--- src/rtl/crossing_counter_param.sv ---
// Debounced all-zero crossing detector with a wrap/saturate crossing counter,
// target flag and inactivity auto-clear for the line-follower datapath.
module crossing_counter_param #(
   parameter int unsigned NUM_SENSORS    = 3,
   parameter int unsigned CNT_W          = 4,
   parameter int unsigned DEBOUNCE       = 2,
   parameter int unsigned WRAP_MODE      = 0,
   parameter int unsigned PRESET_VAL     = 1,
   parameter int unsigned TIMEOUT_CYCLES = 1000000
) (
   input  logic                   clk,
   input  logic                   reset,
   input  logic [NUM_SENSORS-1:0] sensors,
   input  logic                   enable,
   input  logic                   clear,
   input  logic                   preset,
   input  logic [CNT_W-1:0]       target,
   output logic [CNT_W-1:0]       count,
   output logic                   on_crossing,
   output logic                   crossing_pulse,
   output logic                   target_reached,
   output logic                   timeout_pulse
);

   localparam int unsigned DB_W = (DEBOUNCE > 1) ? $clog2(DEBOUNCE) : 1;
   localparam int unsigned TO_W = (TIMEOUT_CYCLES > 0) ? $clog2(TIMEOUT_CYCLES + 1) : 1;
   localparam logic [DB_W-1:0]  DB_LAST    = DB_W'(DEBOUNCE - 1);
   localparam logic [TO_W-1:0]  TO_LAST    = TO_W'(TIMEOUT_CYCLES - 1);
   localparam logic [CNT_W-1:0] CNT_MAX    = {CNT_W{1'b1}};
   localparam logic [CNT_W-1:0] CNT_PRESET = CNT_W'(PRESET_VAL);

   typedef enum logic {StIdle, StCross} state_e;

   state_e            state_q;
   logic [DB_W-1:0]   db_q;
   logic [TO_W-1:0]   to_q;
   logic              is_z;
   logic              db_last;
   logic              accept;
   logic              to_run;
   logic              to_fire;
   logic [CNT_W-1:0]  count_inc;

   assign is_z        = ~|sensors;
   assign db_last     = (db_q == DB_LAST);
   assign accept      = enable && (state_q == StIdle) && is_z && db_last;
   // A zero count never times out, so the window only runs while there is something to clear.
   assign to_run      = (TIMEOUT_CYCLES != 0) && enable && (count != '0);
   assign to_fire     = to_run && (to_q == TO_LAST);
   assign count_inc   = ((WRAP_MODE == 0) && (count == CNT_MAX)) ? count : count + 1'b1;
   assign on_crossing = (state_q == StCross);

   always_ff @(posedge clk) begin
      if (reset) begin
         state_q        <= StIdle;
         db_q           <= '0;
         to_q           <= '0;
         count          <= CNT_PRESET;
         crossing_pulse <= 1'b0;
         target_reached <= 1'b0;
         timeout_pulse  <= 1'b0;
      end else begin
         if (!enable) begin
            state_q <= StIdle;
            db_q    <= '0;
         end else begin
            case (state_q)
               StIdle: begin
                  if (!is_z) begin
                     db_q <= '0;
                  end else if (db_last) begin
                     state_q <= StCross;
                     db_q    <= '0;
                  end else begin
                     db_q <= db_q + 1'b1;
                  end
               end
               StCross: begin
                  if (is_z) begin
                     db_q <= '0;
                  end else if (db_last) begin
                     state_q <= StIdle;
                     db_q    <= '0;
                  end else begin
                     db_q <= db_q + 1'b1;
                  end
               end
            endcase
         end

         crossing_pulse <= 1'b0;
         target_reached <= 1'b0;
         timeout_pulse  <= 1'b0;
         // Count priority: preset > clear > timeout > increment; the FSM above advances regardless.
         if (preset) begin
            count <= CNT_PRESET;
            to_q  <= '0;
         end else if (clear) begin
            count <= '0;
            to_q  <= '0;
         end else if (to_fire) begin
            count         <= '0;
            to_q          <= '0;
            timeout_pulse <= 1'b1;
         end else if (accept) begin
            count          <= count_inc;
            to_q           <= '0;
            crossing_pulse <= 1'b1;
            target_reached <= (count_inc == target);
         end else if (to_run) begin
            to_q <= to_q + 1'b1;
         end
      end
   end

endmodule

--- config.mk ---
export PLATFORM = sky130hd
export DESIGN_NAME = crossing_counter_param
export DESIGN_NICKNAME = d
export VERILOG_FILES = /design/src/rtl/crossing_counter_param.sv
export SDC_FILE = /design/constraint.sdc
export NUM_CORES = 1
export LEC_CHECK = 0
export CAP_MARGIN = 20
export CORE_AREA = 8 8 84 79
export CTS_CLUSTER_DIAMETER = 40
export DETAILED_ROUTE_END_ITERATION = 16
export DIE_AREA = 0 0 92 87
export PLACE_DENSITY = 0.47
export RECOVER_POWER = 50
export SYNTH_ARGS = -nofsm -noshare
export SYNTH_HDL_FRONTEND = slang
export SYNTH_SLANG_ARGS = --single-unit
export TNS_END_PERCENT = 30
--- constraint.sdc ---
create_clock -name clk -period 3 [get_ports clk]
set_input_delay 0.6 -clock clk [delete_from_list [all_inputs] [get_ports clk]]
set_output_delay 0.6 -clock clk [all_outputs]
set_load 0.02 [all_outputs]
## Yosys cells after proc, flatten, opt, wreduce, memory -nomap -nowiden

Cells that the tools add are included.

- Bitwise operators: 3
- Add/sub/neg operators: 3
- Reductions and logical operators: 15
- Muxes and demuxes: 15
- Eq/ne operators: 3

Operators with widths:

| operator | count |
|---|---|
| adder 20 x 1 -> 20 bit (second input constant) | 1 |
| == test 20 bit (second input constant) | 1 |
| 2-to-1 mux 1 bit | 12 |
| OR reduction 5 bit | 2 |
| OR reduction 3 bit | 2 |
| logical AND 1 bit | 5 |
| adder 4 x 1 -> 4 bit (second input constant) | 1 |
| == test 4 bit | 1 |
| == test 4 bit (second input constant) | 1 |
| 2-to-1 mux 4 bit | 1 |
| one-hot mux 1 bit (2 select lines) | 2 |
| nonzero test 4 bit | 1 |
| OR reduction 2 bit | 2 |
| OR reduction 4 bit | 1 |
| NOT 1 bit | 3 |
| nonzero test 3 bit | 1 |
| adder 1 bit (second input constant) | 1 |
| logical NOT 1 bit | 1 |

- Output and inout bits: 8
- Input bits: 12
- Word-level logic and storage cells: 47
- Bits in registers: 29

## Depth between registers and ports, before layout

- Word-level depth: 7
- Gate-level depth with buffers: 8

## Worst setup path after synthesis

No wires, ideal clock.

- Path type: register to register
- Start point: register count[0]
- End point: register count[3]
- Arrival: 1.925 ns
- Path buffers: 2
- Stages on the path, launching flop included: 9
- Data required time: 2.859 ns
- Path slack: 0.935 ns
- Period minus slack after synthesis: 2.065 ns
- Path through: dfxtp_1 > inv_1 > ha_1 > or3b_1 > buf_2 > nand2b_1 > buf_2 > o31ai_1 > nor3_1

- Cells in the longest elaborated chain, start to end: 4
- Elaborated cells on any way between the ends: 7
- Classes of those cells: add/sub: 1; eq/ne: 1; mux: 1; reduce/logical: 4

RTL lines:

| item | RTL line | source |
|---|---|---|
| from (decl) | 18 | `output logic [CNT_W-1:0] count,` |
| from (signal assigned) | 106 | `count <= count_inc;` |
| branches (longest 4 deep; another with adder 4 x 1 -> 4 bit) | -- |  |

Several ways; the timed one is not identified.
A chain may end at the register's enable or synchronous reset.

## Worst setup path after layout

- Start point: input port enable
- End point: register to_q[18]

- Cells in the longest elaborated chain, start to end: 4
- Elaborated cells on any way between the ends: 6
- Classes of those cells: reduce/logical: 6

RTL lines:

| item | RTL line | source |
|---|---|---|
| from (decl) | 14 | `input logic enable,` |
| logical AND 1 bit (3 in a row) | 46 | `assign accept = enable && (state_q == StIdle) && is_z && db_last;` |
| OR reduction 5 bit (no line) | -- |  |
| to (signal assigned) | 111 | `to_q <= to_q + 1'b1;` |
| to (decl) | 36 | `logic [TO_W-1:0] to_q;` |

Several ways; a longest one is shown, not always the timed one.

==> reports/results.txt <==
The flow ran to the end, and the final reports show no timing, DRC or antenna violations. Gates resized during post-CTS repair numbered 0. The number of global-route vias before repair came out at 1301.

The fraction of layout instances using a drive strength above 1 was 0.0556. Total leakage power: 0.588 nW. The logs give 0.283 for the starting density of the core and 212 for the net count reported at finish. The count of endpoints failing hold in the final timing report was 0. IR analysis of the VDD net gives a maximum drop of 0.185 mV. The cell accounting for the most synthesized area was sky130_fd_sc_hd__dfxtp_1. The endpoint identified for the worst register-to-register timing path is to_q[18]$_SDFFE_PP0P_. In the post-synthesis netlist, the cell with the most instances is sky130_fd_sc_hd__dfxtp_1. The initial antenna violation count was 0; the average wire per standard cell was 13.5 um.

0 antenna diodes ended up in the layout. The maximum fanout count along the critical path was 13; the reg-to-reg setup timing slack was 0.69 ns. The share of the synthesized area in the top cell type was 0.385.

The count of different cell masters after synthesis is 39, and the remaining antenna violation count is 0. In this run the cell area measured after placement is 1780 um^2. The tools report the post-route DRC violation count as 0.

The run gives 0.693 as the remaining max-slew budget at the tightest pin. The part of the Yosys area used for sequential elements is 0.385. Tracing the worst setup path back leads to its startpoint at enable. The startpoint identified for the worst hold timing path is to_q[1]$_SDFFE_PP0P_.

The tool flagged a number of max-cap violations equal to 0. Once placement completed, the tool counted placed cells totaling 260. The type of the worst setup path is in2reg. The clock transition at the register clock pins on the worst setup and hold paths after CTS is 0.06 ns.

In this run, synthesis produced a sequential element count of 29. The setup violation total in the final timing report is 0. Sorting the synthesized cells by area gives the leading types as sky130_fd_sc_hd__dfxtp_1 (39%), sky130_fd_sc_hd__xnor2_1 (4.6%), sky130_fd_sc_hd__o31ai_1 (4.5%). Yosys printed 0 warnings. The worst register-to-register path begins at count[0]$_SDFFE_PP1P_.

The final layout contains routed wiring with a total length of 3610 um. The worst setup path is captured at a register. Total number of H-tree levels: 2. The run gives 0.0963 as the total track usage. The share of synthesized flip-flops with an asynchronous set or reset is 0. The buffer levels on the longest clock path was 2; the number of top-level pins was 20. The share of the clock period used by the worst path works out to 0.828.

Port buffering added 19 buffers. The layout has 571 filler cells. The logs give 8000 um^2 for the die outline area and 6190 um for the global-route wire length before repair.

The minimum period implied by the final worst setup slack came out at 2.48 ns. The sum of internal, switching and leakage power was 0.734 mW; the detailed router's first-iteration violation count was 42. The largest clock skew in the final design is 0.00358 ns.

The later pin in the worst-skew pair is clocked with a latency of 0.27 ns. The die extent in x is 92 um, and the post-CTS setup buffer count is 0. After synthesis, the mean cell area works out to 8.66 um^2. Entering global routing, the biggest net connects 14 pins.

Power spread over the standard cell area amounts to 398 nW/um^2. Leaving out filler cells and counting taps, the final layout contains 268. The most critical setup path has its endpoint at to_q[18]$_SDFFE_PP0P_. Measured in cells, the most critical reg-to-reg path has a length of 7.

Buffers inserted during clock tree synthesis total 5. Summed over all layers, the global routing overflow is 0. For this design, the sink count on the clock tree is 29. The synthesis-to-finish area growth is 22.2%, and the via density per instance is 4.97. Row generation in the floorplan step produced 26 rows. The worst setup path is launched from an input port. Setup repair after global routing left no endpoint under its margin. The commonest register cell after synthesis is sky130_fd_sc_hd__dfxtp_1. The total half-perimeter wirelength after legalization and detailed placement is 2800 um, and the global placer's final weighted congestion is 0.794. The max-slew violation total from the final report is 0. In the synthesized netlist, the cells that appear most often are sky130_fd_sc_hd__dfxtp_1 (29), sky130_fd_sc_hd__nor2_1 (15), sky130_fd_sc_hd__nor3_1 (12), sky130_fd_sc_hd__a21oi_1 (11). After clock tree synthesis, the flow added hold-fix buffers numbering 0.

The min-delay analysis places its worst path in the category reg2reg. The pre-antenna-repair detailed-routing pass consisted of 4 iterations. For the worst path required time, the log shows 3.17 ns. The synthesized netlist occupies a cell area of 1510 um^2. Data on the critical path arrives at its endpoint at 2.65 ns. Counting every net in the synthesized netlist gives 189. For the core area, the log shows 5340 um^2.

The root buffer cell is sky130_fd_sc_hd__clkbuf_8. Synthesis handed over a netlist of 174 instances. The via total after detailed routing was 1333; the number of enable flip-flop cells after synthesis was 0. TritonCTS built the clock tree. For the pin with the worst max-slew slack, the measured transition is 0.461 ns. The final hold slack is 0.486 ns. The die height is 87 um. The maximum clock frequency is 0.402 GHz. Final instance area: 1840 um^2.

After routing, the total negative slack on setup checks comes to 0 ns.
[layout by cell type (no fill, tap or decap), types with 2 or more instances in the layout]
cell type                         Yosys  final
sky130_fd_sc_hd__dfxtp_1             29     29
sky130_fd_sc_hd__nor2_1              15     15
sky130_fd_sc_hd__nor3_1              12     12
sky130_fd_sc_hd__a21oi_1             11     11
sky130_fd_sc_hd__o31ai_1              9     10
sky130_fd_sc_hd__dlygate4sd3_1        0     10
sky130_fd_sc_hd__nand3_1              9      9
sky130_fd_sc_hd__nand2_1              9      9
sky130_fd_sc_hd__clkdlybuf4s50_1      0      9
sky130_fd_sc_hd__xnor2_1              8      8
sky130_fd_sc_hd__or4_1                8      8
sky130_fd_sc_hd__xor2_1               7      7
sky130_fd_sc_hd__or3_1                5      5
sky130_fd_sc_hd__nor4_1               5      5
sky130_fd_sc_hd__clkbuf_8             0      5
sky130_fd_sc_hd__inv_1                4      4
sky130_fd_sc_hd__nand2b_1             4      4
sky130_fd_sc_hd__and3_1               4      4
sky130_fd_sc_hd__clkbuf_1             2      4
sky130_fd_sc_hd__nand4_1              3      3
sky130_fd_sc_hd__o21ai_0              3      3
sky130_fd_sc_hd__mux2i_1              3      3
sky130_fd_sc_hd__ha_1                 3      3
sky130_fd_sc_hd__buf_4                0      2
[worst min path at each step]
stage / to / depth (start not counted)
4_1_cts: to_q[1]$_SDFFE_PP0P_ / 2
2_1_floorplan: db_last$_SDFF_PP0_ / 1
3_5_place_dp: to_q[1]$_SDFFE_PP0P_ / 2
6_report: to_q[1]$_SDFFE_PP0P_ / 2
5_1_grt: db_last$_SDFF_PP0_ / 1
3_3_place_gp: to_q[19]$_SDFFE_PP0P_ / 2
[metal layers]
metal | wire, um | vias up | global-route usage | share of wire
met4 | 55 | 0 | 0.0439 | 0.015
li1 | - | 690 | - | -
met2 | 1680 | 19 | 0.155 | 0.47
met1 | 1690 | 618 | 0.111 | 0.47
met3 | 176 | 6 | 0.0362 | 0.049
met5 | 0 | - | 0 | 0
[kinds of logic after synthesis]
| logic type | Yosys count | share of synthesized area |
|---|---|---|
| simple gates | 85 | 0.322 |
| compound gates | 29 | 0.133 |
| flops | 29 | 0.385 |
| xor+xnor | 15 | 0.0871 |
| buf+inv | 10 | 0.0282 |
| mux | 3 | 0.0199 |
| fa+ha+maj | 3 | 0.0249 |
[through the flow]
step | utilization | setup WS (ns)
floorplan | - | 0.935
global placement | 0.334 | 0.429
detailed placement | 0.334 | 0.374
CTS | 0.349 | 0.656
global route | 0.345 | 0.351
finish | 0.345 | 0.515
[final cells by class]
class	count	area (um^2)	area share
Clock buffer	8	80.1	0.0434
Inverter	4	15.0	0.00815
Multi-Input combinational cell	135	871	0.473
Sequential cell	29	581	0.315
Tap cell	70	87.6	0.0475
Timing Repair Buffer	22	209	0.113
[registers in the layout, summed over array words and instances (netlist names), named ones only]
register and count:
count 4, db_last 1, timeout_pulse 1, target_reached 1, to_q 20, crossing_pulse 1
[power by group]
| part | total, mW | switching (mW) | internal [mW] |
|---|---|---|---|
| Clock | 0.302 | 0.137 | 0.164 |
| Sequential | 0.389 | 0.00203 | 0.387 |
| Combinational | 0.0440 | 0.0206 | 0.0234 |
| Total | 0.734 | 0.160 | 0.574 |
[critical path, stage by stage]
cell and delay [ns]:
sky130_fd_sc_hd__dlygate4sd3_1 0.66, sky130_fd_sc_hd__nand4_1 0.20, sky130_fd_sc_hd__nand2b_1 0.39, sky130_fd_sc_hd__o31ai_1 0.41, sky130_fd_sc_hd__buf_4 0.23, sky130_fd_sc_hd__o21ba_1 0.16
(Power assumes the default switching activity.)
